<file path="config.mk">
export PLATFORM = sky130hd
export DESIGN_NAME = mem_arbiter_seq
export DESIGN_NICKNAME = d
export VERILOG_FILES = /design/src/rtl/mem_arbiter_seq.sv
export SDC_FILE = /design/constraint.sdc
export NUM_CORES = 1
export LEC_CHECK = 0
export ABC_CLOCK_PERIOD_IN_PS = 12200
export BUFFER_PORTS_ARGS = -buffer_cell sky130_fd_sc_hd__buf_2
export CAP_MARGIN = 20
export CORE_MARGIN = 2
export CORE_UTILIZATION = 59
export DETAILED_ROUTE_END_ITERATION = 8
export GPL_TIMING_DRIVEN = 0
export HOLD_SLACK_MARGIN = 0.15
export PLACE_DENSITY_LB_ADDON = 0.05
export SYNTH_ARGS = -nofsm -noshare
export SYNTH_HDL_FRONTEND = slang
export SYNTH_SLANG_ARGS = --single-unit
</file>
<file path="constraint.sdc">
create_clock -name clk_in -period 12.2 [get_ports clk_in]
set_input_delay 1.22 -clock clk_in [delete_from_list [all_inputs] [get_ports clk_in]]
set_output_delay 1.22 -clock clk_in [all_outputs]
set_load 0.02 [all_outputs]
</file>
<file path="src/rtl/mem_arbiter_seq.sv">
// rtl/mem_arbiter_seq.sv - iCache/LSU arbiter and byte sequencer for the shared RAM/IO port.
// Optional write stall on a full IO FIFO: define MEMARB_IO_STALL_EN.
module mem_arbiter_seq #(
  parameter int         STARVE_LIMIT = 4,
  parameter logic [1:0] IO_SEL       = 2'b11
) (
  input  logic        clk_in,
  input  logic        rst_in,
  input  logic        rdy_in,
  input  logic        ic_req,
  input  logic [31:0] ic_addr,
  output logic        ic_done,
  output logic [31:0] ic_data,
  input  logic        ls_req,
  input  logic        ls_rw,
  input  logic [1:0]  ls_width,
  input  logic [31:0] ls_addr,
  input  logic [31:0] ls_wdata,
  output logic        ls_done,
  output logic [31:0] ls_rdata,
  input  logic [7:0]  mem_din,
  output logic [31:0] mem_a,
  output logic        mem_wr,
  output logic [7:0]  mem_dout,
  input  logic        io_buffer_full
);

  typedef enum logic [1:0] {IDLE, READ, WRITE, DONE} state_t;

  state_t      state;
  logic        owner_ic;
  logic [31:0] base;
  logic [31:0] wdata_q;
  logic [31:0] buf_q;
  logic [2:0]  nbytes;
  logic [2:0]  cnt;
  logic [7:0]  starve_cnt;

  logic        grant_ic;
  logic        grant_ls;
  logic        stall_now;
  logic [1:0]  rd_idx;
  logic [31:0] rd_merge;

  function automatic logic [2:0] width_bytes(input logic [1:0] w);
    case (w)
      2'd0:    width_bytes = 3'd1;
      2'd1:    width_bytes = 3'd2;
      default: width_bytes = 3'd4;
    endcase
  endfunction

  assign grant_ic = ic_req && (!ls_req || (starve_cnt >= 8'(STARVE_LIMIT)));
  assign grant_ls = ls_req && !grant_ic;

`ifdef MEMARB_IO_STALL_EN
  assign stall_now = io_buffer_full &&
                     (((state == IDLE) ? ls_addr[17:16] : base[17:16]) == IO_SEL);
`else
  logic unused_io;
  assign unused_io = io_buffer_full;
  assign stall_now = 1'b0;
`endif

  // In READ, cnt counts cycles since grant; the byte arriving now belongs to cnt-1.
  assign rd_idx = cnt[1:0] - 2'd1;

  always_comb begin
    rd_merge = buf_q;
    rd_merge[{rd_idx, 3'b000} +: 8] = mem_din;
  end

  always_ff @(posedge clk_in or posedge rst_in) begin
    if (rst_in) begin
      state      <= IDLE;
      owner_ic   <= 1'b0;
      base       <= '0;
      wdata_q    <= '0;
      buf_q      <= '0;
      nbytes     <= '0;
      cnt        <= '0;
      starve_cnt <= '0;
      ic_done    <= 1'b0;
      ic_data    <= '0;
      ls_done    <= 1'b0;
      ls_rdata   <= '0;
      mem_a      <= '0;
      mem_wr     <= 1'b0;
      mem_dout   <= '0;
    end else if (!rdy_in) begin
      mem_wr <= 1'b0;
    end else begin
      case (state)
        IDLE: begin
          mem_wr <= 1'b0;
          if (grant_ic || grant_ls) begin
            buf_q    <= '0;
            cnt      <= '0;
            owner_ic <= grant_ic;
            if (grant_ic)
              starve_cnt <= '0;
            else if (ic_req && (starve_cnt < 8'(STARVE_LIMIT)))
              starve_cnt <= starve_cnt + 8'd1;
            if (grant_ic) begin
              base   <= ic_addr;
              nbytes <= 3'd4;
              mem_a  <= ic_addr;
              state  <= READ;
            end else begin
              base    <= ls_addr;
              nbytes  <= width_bytes(ls_width);
              wdata_q <= ls_wdata;
              if (!ls_rw) begin
                mem_a <= ls_addr;
                state <= READ;
              end else begin
                state <= WRITE;
                if (!stall_now) begin
                  mem_a    <= ls_addr;
                  mem_dout <= ls_wdata[7:0];
                  mem_wr   <= 1'b1;
                  cnt      <= 3'd1;
                end
              end
            end
          end
        end
        READ: begin
          if (cnt == nbytes) begin
            state <= DONE;
            if (owner_ic) begin
              ic_done <= 1'b1;
              ic_data <= rd_merge;
            end else begin
              ls_done  <= 1'b1;
              ls_rdata <= rd_merge;
            end
          end else begin
            if (cnt != 3'd0)
              buf_q[{rd_idx, 3'b000} +: 8] <= mem_din;
            if ((cnt + 3'd1) < nbytes)
              mem_a <= base + {29'b0, cnt + 3'd1};
            cnt <= cnt + 3'd1;
          end
        end
        WRITE: begin
          // cnt is the next byte to launch; cnt==nbytes means the last byte is on the bus.
          if (cnt == nbytes) begin
            mem_wr  <= 1'b0;
            ls_done <= 1'b1;
            state   <= DONE;
          end else if (stall_now) begin
            mem_wr <= 1'b0;
          end else begin
            mem_a    <= base + {29'b0, cnt};
            mem_dout <= wdata_q[{cnt[1:0], 3'b000} +: 8];
            mem_wr   <= 1'b1;
            cnt      <= cnt + 3'd1;
          end
        end
        default: begin
          ic_done <= 1'b0;
          ls_done <= 1'b0;
          mem_wr  <= 1'b0;
          state   <= IDLE;
        end
      endcase
    end
  end

endmodule

</file>
==> results of run 1 <==
-- worst max-delay path: stages, from the launching register on --
cell	delay, ns
sky130_fd_sc_hd__dfrtp_1	0.40
sky130_fd_sc_hd__inv_1	0.11
sky130_fd_sc_hd__ha_1	0.15
sky130_fd_sc_hd__clkbuf_1	0.30
sky130_fd_sc_hd__clkbuf_1	0.67
sky130_fd_sc_hd__mux2_2	0.46
sky130_fd_sc_hd__ha_1	0.28
sky130_fd_sc_hd__nand3_1	0.10
sky130_fd_sc_hd__a21oi_1	0.66
sky130_fd_sc_hd__nand3_1	0.47
sky130_fd_sc_hd__o31a_1	0.42
sky130_fd_sc_hd__nor3_1	0.12
sky130_fd_sc_hd__o21ai_0	0.10
-- metrics by stage --
stage	hold slack [ns]	total power, W	instances
after global routing	0.493	0.00330	1468
after floorplan	0.452	0.00197	990
after global placement	0.458	0.00233	1424
final	0.474	0.00311	1468
after CTS	0.478	0.00312	1468
after detailed placement	0.465	0.00237	1425
-- final timing paths --
| path | startpoint | endpoint | slack (ns) | cells after the start |
|---|---|---|---|---|
| setup / recovery | state[0] | mem_a[29] | 7.83 | 12 |
| hold / removal | ls_rdata[17] | ls_rdata[17] | 0.47 | 2 |
| setup reg to reg | state[0] | mem_a[29] | 7.83 | 12 |
| hold reg to reg | ls_rdata[17] | ls_rdata[17] | 0.47 | 2 |
| max in group asynchronous | rst_in | wdata_q[21] | 10.33 | 3 |
| min in group asynchronous | rst_in | mem_a[12] | 0.81 | 2 |
-- cell type report --
type	count	area, um^2	share of cell area [%]
buffer	66	317	2.52
multi-input combinational	688	4510	35.8
inverter	16	67.6	0.537
tap	225	282	2.24
sequential	220	5510	43.8
clock buffer	35	722	5.74
clock inverter	8	104	0.826
timing repair buffer	210	1070	8.54
-- placed cells by master (no fill, tap or decap), types with 18 or more instances in the layout --
cell and n:
sky130_fd_sc_hd__a22o_1 32, sky130_fd_sc_hd__clkbuf_1 38, sky130_fd_sc_hd__o21ai_0 90, sky130_fd_sc_hd__ha_1 18, sky130_fd_sc_hd__clkbuf_16 24, sky130_fd_sc_hd__xor2_1 20
sky130_fd_sc_hd__a22oi_1 19, sky130_fd_sc_hd__a21oi_1 68, sky130_fd_sc_hd__dfrtp_1 220, sky130_fd_sc_hd__nand2_1 116, sky130_fd_sc_hd__buf_2 216, sky130_fd_sc_hd__nor2b_1 20
sky130_fd_sc_hd__nor2_1 84, sky130_fd_sc_hd__mux2i_1 38, sky130_fd_sc_hd__mux2_1 27, sky130_fd_sc_hd__mux2_2 20
-- logic make-up after synthesis --
group / synth area share (%)
simple gates: 12.5
compound gates: 15.2
flops: 53.0
mux: 10.5
buf+inv: 3.63
xor+xnor: 2.78
fa+ha+maj: 2.36
-- power groups by stage --
stage          Combinational (W)  Clock (W)  Sequential (W)
5_1_grt                  0.00134   0.000781         0.00118
3_3_place_gp             0.00118          0         0.00115
6_report                 0.00122   0.000744         0.00115
3_5_place_dp             0.00121          0         0.00116
2_1_floorplan           0.000709          0         0.00127
4_1_cts                  0.00122   0.000752         0.00115
-- state kept, by name (all words and copies together) (netlist names), 3 cells and up --
signal,cells
base,32
buf_q,32
cnt,3
ic_data,32
ls_rdata,32
mem_a,32
mem_dout,8
nbytes,3
starve_cnt,8
wdata_q,32
-- per-layer routing --
layer  up-vias  track usage [%]
met1      4193             43.4
met5         -                0
met4         0             6.66
met2       275             45.5
met3        30             4.85
li1       3967                -
==> metrics.cfg, run 1 <==
[status]
run_status = completed

[global_routing]
vias_in_the_first_global_route = 8137
antenna_found_initial = 0
grt-ovfl-total = 0
grt_first_pass_wirelength_um = 42800
global_route.usage.total_pct = 29.3
grt_max_degree = 124

[timing]
clock.fmax_ghz = 0.229
clock_skew_ns = 0.0158
timing.setup.tns_ns = 0
hold_viol_final = 0
final-max-slew-violation-count = 0
worst_slack_ns = 7.83
layout_worst_path_cycle_share_pct = 35.8
rsz0062_at_grt = no
maxSlewHeadroom_pct = 37.4
worst_slew_pin_slew_ns = 0.935
final_period_minus_worst_setup_slack_ns = 4.37
finalSetupViolCount = 0

[place]
finalWeightedCongestion = 0.855
preCtsSetupSlack_ns = 7.87
placed_cell_area_um2 = 11800
numPortBuffers = 209
post-dp-hpwl_um = 18700

[synthesis]
synth_top_cell_area_share_pct = 53.0
synth_seq_area_share_pct = 53.0
yosys_warnings = 0
syn_inst_count = 990
synth.top_cells.by_area = sky130_fd_sc_hd__dfrtp_1 53%, sky130_fd_sc_hd__o21ai_0 4.3%, sky130_fd_sc_hd__nand2_1 4.2%
synthesis.area_um2 = 10400
synth-edff-count = 0
syn_nets = 1122
synth.avg_cell_area_um2 = 10.5
yosys.cell_types.count = 58
async_reset_ff_share_pct = 100
synth_most_common_cell = sky130_fd_sc_hd__dfrtp_1
synth-seq-cells = 220
yosys_most_used_dff = sky130_fd_sc_hd__dfrtp_1
ys_top_cells_by_count = 220 x sky130_fd_sc_hd__dfrtp_1, 116 x sky130_fd_sc_hd__nand2_1, 90 x sky130_fd_sc_hd__o21ai_0
yosysTopAreaCell = sky130_fd_sc_hd__dfrtp_1

[clocking]
clock_sinks = 220
maximum_root_to_sink_buffer_count = 3
cts_buffers = 24
cts.repair_timing.setup_buffer_count = 0
cts-hold-fix-buffers = 0
path_clk_slew_ns = 0.06
tritoncts = built
htree_levels = 1
clock_tree.root_cell = sky130_fd_sc_hd__clkbuf_16
postCtsResizedCells = 0
clock_latency_ns = 0.52

[power]
power_leakage_nw = 6.11
power_switching_w = 0.00122
power.share.combinational_pct = 39.1
switching_share_pct = 39.2
powerDensity_nw_per_um2 = 248
ir_worst_vdd_uv = 161
seq_power_share_pct = 37.0
power.share.clock_pct = 23.9
cellInternalPower_w = 0.00189

[detailed_routing]
first_iter_violations = 620
route.met3.wl_um = 1810
route.top_layer_used = met4
met1_wirelength_um = 12200
final_antenna_net_count = 0
drt-total-wl_um = 26800
wire_per_inst_um = 18.3
first_pass_iters = 5
routed_via_density = 5.77
wl_met2_um = 12400
drc = 0
vias = 8465

[die]
pin_count = 220
core_area_um2 = 17200
fp.dieW_um = 137
dieArea_um2 = 18700
fp-row-count = 48
fp.dieH_um = 137
initial_util_pct = 60.3

[job]
timing.max_cap.violations = 0

[layout]
fin_area_um2 = 12600
fillCellCount = 1303
areaGrowthSynthToFinish_pct = 21.1
ratio_of_cells_with_drive_above_1_in_the_final_layout_pct = 24.5
final_net_count = 1358
n_antenna_cell = 0
fin_util_pct = 73.0

[setup_path]
maximum_fanout_encountered_on_the_critical_timing_path = 10
end_kind = register
timing.critical_path.from_type = register
crit_arrival_ns = 4.76
timing.critical_path.required_ns = 12.60
kind_of_critical_path = register to register

[worst_hold_path]
min_path_type = register to register

Note: power is estimated with default switching activity, not from simulation.
==> run 2: changes to the inputs <==
ABC_CLOCK_PERIOD_IN_PS = 4300   (was 12200)
CORE_UTILIZATION = 55   (was 59)
clock period = 4.3 ns   (was 12.2 ns; I/O delays follow)
==> run 2 against run 1 <==
Compared with the run above: power grew to 2.8 times the previous value; sequential cell count is the same; non-clock buffer count grew 36; combinational power grew to 2.9 times the previous value; critical path type unchanged; largest power group unchanged; highest routed layer unchanged.
==> metrics.cfg, run 2 (synthesized netlist as in run 1, its figures left out) <==
[timing]
layout_worst_path_cycle_share_pct = 91.9  ; was 35.8%
final_period_minus_worst_setup_slack_ns = 3.95  ; was 4.37 ns
finalSetupViolCount = 0  ; unchanged
rsz0062_at_grt = no  ; unchanged
final-max-slew-violation-count = 0  ; unchanged
worst_slack_ns = 0.349  ; was 7.83 ns
worst_slew_pin_slew_ns = 0.968  ; was 0.935 ns
clock.fmax_ghz = 0.253  ; was 0.229 GHz
hold_viol_final = 0  ; unchanged
clock_skew_ns = 0.0226  ; was 0.0158 ns
fin_worst_hold_slack_ns = 0.166  ; was 0.474 ns
maxSlewHeadroom_pct = 35.0  ; was 37.4%

[detailed_routing]
first_pass_iters = 5  ; unchanged
routed_via_density = 5.69  ; was 5.77
vias = 8610  ; was 8465
wire_per_inst_um = 18.5  ; was 18.3 um
first_iter_violations = 517  ; was 620
drc = 0  ; unchanged
drt-total-wl_um = 28000  ; was 26800 um
final_antenna_net_count = 0  ; unchanged

[die]
initial_util_pct = 55.7  ; was 60.3%
pin_count = 220  ; unchanged
dieArea_um2 = 20000  ; was 18700 um^2
fp.dieW_um = 141  ; was 137 um
core_area_um2 = 18600  ; was 17200 um^2
fp.dieH_um = 141  ; was 137 um
fp-row-count = 50  ; was 48

[worst_hold_path]
min_path_cells = 2  ; unchanged
min_path_type = input pin to register  ; was register to register
hold_end = wdata_q[31]  ; was ls_rdata[17]
hold_path_startpoint = ls_wdata[31]  ; was ls_rdata[17]

[power]
power_leakage_nw = 6.26  ; was 6.11 nW
powerDensity_nw_per_um2 = 682  ; was 248 nW/um^2
ir_worst_vdd_uv = 347  ; was 161 uV
power.total_w = 0.00883  ; was 0.00311 W

[setup_path]
reg2reg_slack_ns = 0.35  ; was 7.83 ns
timing.critical_path.required_ns = 4.74  ; was 12.60 ns
crit_arrival_ns = 4.39  ; was 4.76 ns
crit_path_top_delay_cell = sky130_fd_sc_hd__a221oi_2  ; was sky130_fd_sc_hd__clkbuf_1
r2r_start = cnt[1]  ; was state[0]
end_kind = register  ; unchanged
cp_slowest_stage_delay_ns = 0.72  ; was 0.67 ns
timing.rr.end = mem_a[1]  ; was mem_a[29]
timing.critical_path.from_type = register  ; unchanged
maximum_fanout_encountered_on_the_critical_timing_path = 10  ; unchanged
cp_cell_sequence = clkbuf_1, inv_1, ha_1, ha_1, nor2b_1, o21ai_0, nand2b_1, a221oi_2, clkbuf_1, o211ai_1, nand2_1  ; was inv_1, ha_1, clkbuf_1, clkbuf_1, mux2_2, ha_1, nand3_1, a21oi_1, nand3_1, o31a_1, nor3_1, o21ai_0
kind_of_critical_path = register to register  ; unchanged
r2r_cells = 11  ; was 12

[layout]
areaGrowthSynthToFinish_pct = 24.7  ; was 21.1%
layout_commonest_cell = sky130_fd_sc_hd__dfrtp_1  ; unchanged
final_net_count = 1394  ; was 1358
fin_area_um2 = 13000  ; was 12600 um^2
multiInputGateArea_um2 = 4510  ; about the same
fillCellCount = 1498  ; was 1303
most-common-layout-cells = 220 x sky130_fd_sc_hd__dfrtp_1, 216 x sky130_fd_sc_hd__buf_2, 116 x sky130_fd_sc_hd__nand2_1  ; unchanged
area.sequential_um2 = 5510  ; unchanged
n_antenna_cell = 0  ; unchanged
ratio_of_cells_with_drive_above_1_in_the_final_layout_pct = 23.9  ; was 24.5%

[clocking]
tritoncts = built  ; unchanged
clock_tree.root_cell = sky130_fd_sc_hd__clkbuf_16  ; unchanged
htree_levels = 1  ; unchanged
clock_sinks = 220  ; unchanged
maximum_root_to_sink_buffer_count = 3  ; unchanged
cts.repair_timing.setup_buffer_count = 0  ; unchanged
clock_latency_ns = 0.52  ; about the same
path_clk_slew_ns = 0.07  ; was 0.06 ns
cts_buffers = 24  ; unchanged

[global_routing]
antenna_found_initial = 0  ; unchanged
grt-ovfl-total = 0  ; unchanged
vias_in_the_first_global_route = 8492  ; was 8137
grt_first_pass_wirelength_um = 45100  ; was 42800 um
global_route.usage.total_pct = 28.4  ; was 29.3%
grt_max_degree = 43  ; was 124

[place]
post-dp-hpwl_um = 19500  ; was 18700 um
placed_cell_area_um2 = 11900  ; was 11800 um^2
preCtsSetupSlack_ns = 0.0238  ; was 7.87 ns
numPortBuffers = 209  ; unchanged
finalWeightedCongestion = 0.863  ; was 0.855

[status]
run_status = completed  ; unchanged

[job]
timing.max_cap.violations = 0  ; unchanged

==> run 2: changes by cell type in the layout (fill, tap and decap cells not counted), moves of 2 or more <==
cell / previous run / this run
sky130_fd_sc_hd__clkbuf_1: 38 / 42
sky130_fd_sc_hd__buf_12: 0 / 6
sky130_fd_sc_hd__clkinv_2: 4 / 2
sky130_fd_sc_hd__dlygate4sd3_1: 0 / 31
==> run 2: final cells by class <==
cell class                      instances  share of cell area [%]
Buffer                                 66                    2.45
Clock buffer                           40                    5.80
Clock inverter                          3                   0.309
Inverter                               16                   0.492
Multi-Input combinational cell        688                    34.8
Sequential cell                       220                    42.5
Tap cell                              234                    2.26
Timing Repair Buffer                  246                    11.4
==> run 2: how the worst max path moves through the flow <==
stage	start	end	slack (ns)	depth (start not counted)
floorplan	state[0]	mem_a[29]	0.90	12
global placement	rst_in	wdata_q[25]	-0.42	2
detailed placement	state[0]	mem_a[29]	0.02	12
CTS	state[0]	mem_a[29]	0.006	12
global route	cnt[1]	mem_a[29]	0.1	11
finish	cnt[1]	mem_a[1]	0.35	11
==> run 2: per-layer routing <==
metal	GRT usage, %	share of wire (%)	vias to the layer above
met1	41.4	46	4246
met3	5.23	6.8	41
li1	-	-	4034
met2	44.9	46	289
met4	6.21	1.9	0
met5	0	0	-
==> run 2: what timing repair did <==
item / CTS / global route
gates resized for setup: 0 / 4
endpoints found under the hold margin: 53 / 0
setup endpoints to repair: 0 / 11
hold buffers: 31 / 0
==> run 2: critical path, delay by kind of cell, from the launching register on <==
family / cells / cell delay, ns
flip-flops: 1 / 0.55
adder cells (fa/ha/maj): 2 / 0.69
buffers and inverters: 3 / 1.24
AND/OR/NAND/NOR: 3 / 0.34
AO/OA/AOI/OAI: 3 / 1.06
==> run 2: stage by stage <==
step / cells / TNS, ns / utilization, %
finish: 1513 / 0 / 69.5
global route: 1513 / 0 / 69.5
CTS: 1513 / 0 / 69.5
detailed placement: 1439 / 0 / 63.6
global placement: 1433 / -85.57 / 62.9
floorplan: 990 / 0 / -
==> run 2: power breakdown <==
| group | switching, W | total, W | internal [W] | leakage [nW] |
|---|---|---|---|---|
| logic | 0.00217 | 0.00351 | 0.00134 | 3.04 |
| registers | 0.000490 | 0.00326 | 0.00277 | 2.83 |
| clock network | 0.000820 | 0.00206 | 0.00124 | 0.390 |
==> run 3: changes to the inputs <==
CORE_MARGIN = 3   (was 2)
CORE_UTILIZATION = 45   (was 55)
==> run 3 against run 2 <==
Compared with the run above: clock power about the same; sequential cell count stayed put; non-clock buffer count fell by 1; sequential share of layout area down 0.16 points; clock-buffer cell count rose by 1; register-to-register slack worse by 0.15 ns; critical path depth unchanged.
==> metrics.cfg, run 3 (synthesized netlist as in run 1, its figures left out) <==
[setup_path]
reg2reg_slack_ns = 0.20  ; was 0.35 ns
cp_slowest_stage_delay_ns = 0.56  ; was 0.72 ns
end_kind = register  ; unchanged
maximum_fanout_encountered_on_the_critical_timing_path = 10  ; unchanged
cp_top_family = compound AO/OA/AOI/OAI gates  ; was buffers and inverters
timing.rr.end = mem_a[29]  ; was mem_a[1]
path_buf_inv = 2  ; was 3
r2r_cells = 11  ; unchanged
r2r_start = cnt[1]  ; unchanged
timing.critical_path.from_type = register  ; unchanged
kind_of_critical_path = register to register  ; unchanged
cp_cell_sequence = clkbuf_1, inv_1, ha_1, mux2_2, ha_1, nand3_1, a21oi_2, nand3_1, o31a_1, nor3_1, o21ai_0  ; was clkbuf_1, inv_1, ha_1, ha_1, nor2b_1, o21ai_0, nand2b_1, a221oi_2, clkbuf_1, o211ai_1, nand2_1
crit_arrival_ns = 4.49  ; was 4.39 ns
crit_path_top_delay_cell = sky130_fd_sc_hd__clkbuf_1  ; was sky130_fd_sc_hd__a221oi_2
timing.critical_path.required_ns = 4.69  ; was 4.74 ns

[worst_hold_path]
min_path_cells = 2  ; unchanged
hold_path_startpoint = ls_wdata[4]  ; was ls_wdata[31]
hold_end = wdata_q[4]  ; was wdata_q[31]
min_path_type = input pin to register  ; unchanged

[detailed_routing]
drc = 0  ; unchanged
first_iter_violations = 482  ; was 517
drt-total-wl_um = 28800  ; was 28000 um
first_pass_iters = 4  ; was 5
vias = 8415  ; was 8610
wire_per_inst_um = 18.4  ; was 18.5 um
final_antenna_net_count = 0  ; unchanged
routed_via_density = 5.40  ; was 5.69

[clocking]
maximum_root_to_sink_buffer_count = 3  ; unchanged
tritoncts = built  ; unchanged
clock_sinks = 220  ; unchanged
htree_levels = 1  ; unchanged
cts.repair_timing.setup_buffer_count = 0  ; unchanged
cts_buffers = 25  ; was 24
clock_latency_ns = 0.51  ; was 0.52 ns
path_clk_slew_ns = 0.06  ; was 0.07 ns
clock_tree.root_cell = sky130_fd_sc_hd__clkbuf_16  ; unchanged

[die]
dieArea_um2 = 24900  ; was 20000 um^2
initial_util_pct = 46.7  ; was 55.7%
fp-row-count = 54  ; was 50
fp.dieH_um = 158  ; was 141 um
core_area_um2 = 22200  ; was 18600 um^2
fp.dieW_um = 158  ; was 141 um
pin_count = 220  ; unchanged

[timing]
rsz0062_at_grt = no  ; unchanged
worst_slew_pin_slew_ns = 0.971  ; was 0.968 ns
finalSetupViolCount = 0  ; unchanged
hold_viol_final = 0  ; unchanged
clock_skew_ns = 0.00952  ; was 0.0226 ns
clock.fmax_ghz = 0.244  ; was 0.253 GHz
layout_worst_path_cycle_share_pct = 95.3  ; was 91.9%
final_period_minus_worst_setup_slack_ns = 4.10  ; was 3.95 ns
final-max-slew-violation-count = 0  ; unchanged
maxSlewHeadroom_pct = 34.8  ; was 35.0%

[global_routing]
global_route.usage.total_pct = 23.0  ; was 28.4%
antenna_found_initial = 0  ; unchanged
grt-ovfl-total = 0  ; unchanged
grt_first_pass_wirelength_um = 45600  ; was 45100 um
grt_max_degree = 42  ; was 43
vias_in_the_first_global_route = 8302  ; was 8492

[layout]
n_antenna_cell = 0  ; unchanged
final_net_count = 1394  ; unchanged
layout_commonest_cell = sky130_fd_sc_hd__dfrtp_1  ; unchanged
multiInputGateArea_um2 = 4520  ; was 4510 um^2
fillCellCount = 1959  ; was 1498
ratio_of_cells_with_drive_above_1_in_the_final_layout_pct = 24.0  ; was 23.9%
area.sequential_um2 = 5510  ; unchanged
most-common-layout-cells = 220 x sky130_fd_sc_hd__dfrtp_1, 216 x sky130_fd_sc_hd__buf_2, 116 x sky130_fd_sc_hd__nand2_1  ; unchanged
areaGrowthSynthToFinish_pct = 25.2  ; was 24.7%
post_layout_nonfiller_instances = 1559  ; was 1513

[power]
powerDensity_nw_per_um2 = 676  ; was 682 nW/um^2
power_leakage_nw = 6.26  ; about the same
ir_worst_vdd_uv = 318  ; was 347 uV
power.total_w = 0.00880  ; was 0.00883 W

[status]
run_status = completed  ; unchanged

[place]
numPortBuffers = 209  ; unchanged
placed_cells = 1485  ; was 1439
post-dp-hpwl_um = 20800  ; was 19500 um
finalWeightedCongestion = 0.803  ; was 0.863

[job]
timing.max_cap.violations = 0  ; unchanged

## run 3: changes by cell type in the layout (fill, tap and decap cells not counted), sizes merged
cell	delta
bufinv	-1
clkbuf	+1
clkinv	+1
dlygate4sd3	-1
## run 3: through the flow
step	TNS (ns)	setup slack (ns)	hold WS [ns]	utilization, %	cell area, um^2
after floorplan	0	0.902	0.452	-	10400
after global placement	-103.63	-0.495	0.447	53.0	11800
after detailed placement	-0.106	-0.106	0.450	53.6	11900
after CTS	0	0.263	0.159	58.5	13000
after global routing	0	0.000202	0.172	58.5	13000
final	0	0.202	0.174	58.5	13000
## run 3: timing repair
item,in CTS,in global routing
endpoints found under the hold margin,56,0
gates cloned,0,0
gates resized for setup,2,1
endpoints found under the setup margin,1,9
hold buffers,30,0
## run 3: where the power goes
| group | leakage (nW) | internal, W | switching [W] |
|---|---|---|---|
| registers | 2.83 | 0.00277 | 0.000477 |
| clock network | 0.387 | 0.00120 | 0.000823 |
| logic | 3.04 | 0.00134 | 0.00217 |
## run 3: cell type report
class / count / area share (%)
Inverter: 16 / 0.491
Clock inverter: 3 / 0.115
Clock buffer: 41 / 5.89
Tap cell: 280 / 2.69
Multi-Input combinational cell: 688 / 34.8
Sequential cell: 220 / 42.3
Timing Repair Buffer: 245 / 11.3
Buffer: 66 / 2.44
## run 3: worst max path at each step
stage,slack (ns),end,cells after the start,from
floorplan,0.90,mem_a[29],12,state[0]
global placement,-0.50,wdata_q[9],2,rst_in
detailed placement,-0.11,mem_a[29],12,state[0]
CTS,0.26,mem_a[29],11,cnt[1]
global route,0.0002,mem_a[29],11,cnt[1]
finish,0.20,mem_a[29],11,cnt[1]
## run 3: routing by layer
layer | wire (um) | GRT usage [%] | share of wire [%]
met5 | 0 | 0 | 0
met4 | 480 | 4.92 | 1.7
met3 | 2020 | 4.81 | 7.0
met2 | 12800 | 35.4 | 45
met1 | 13400 | 33.9 | 47
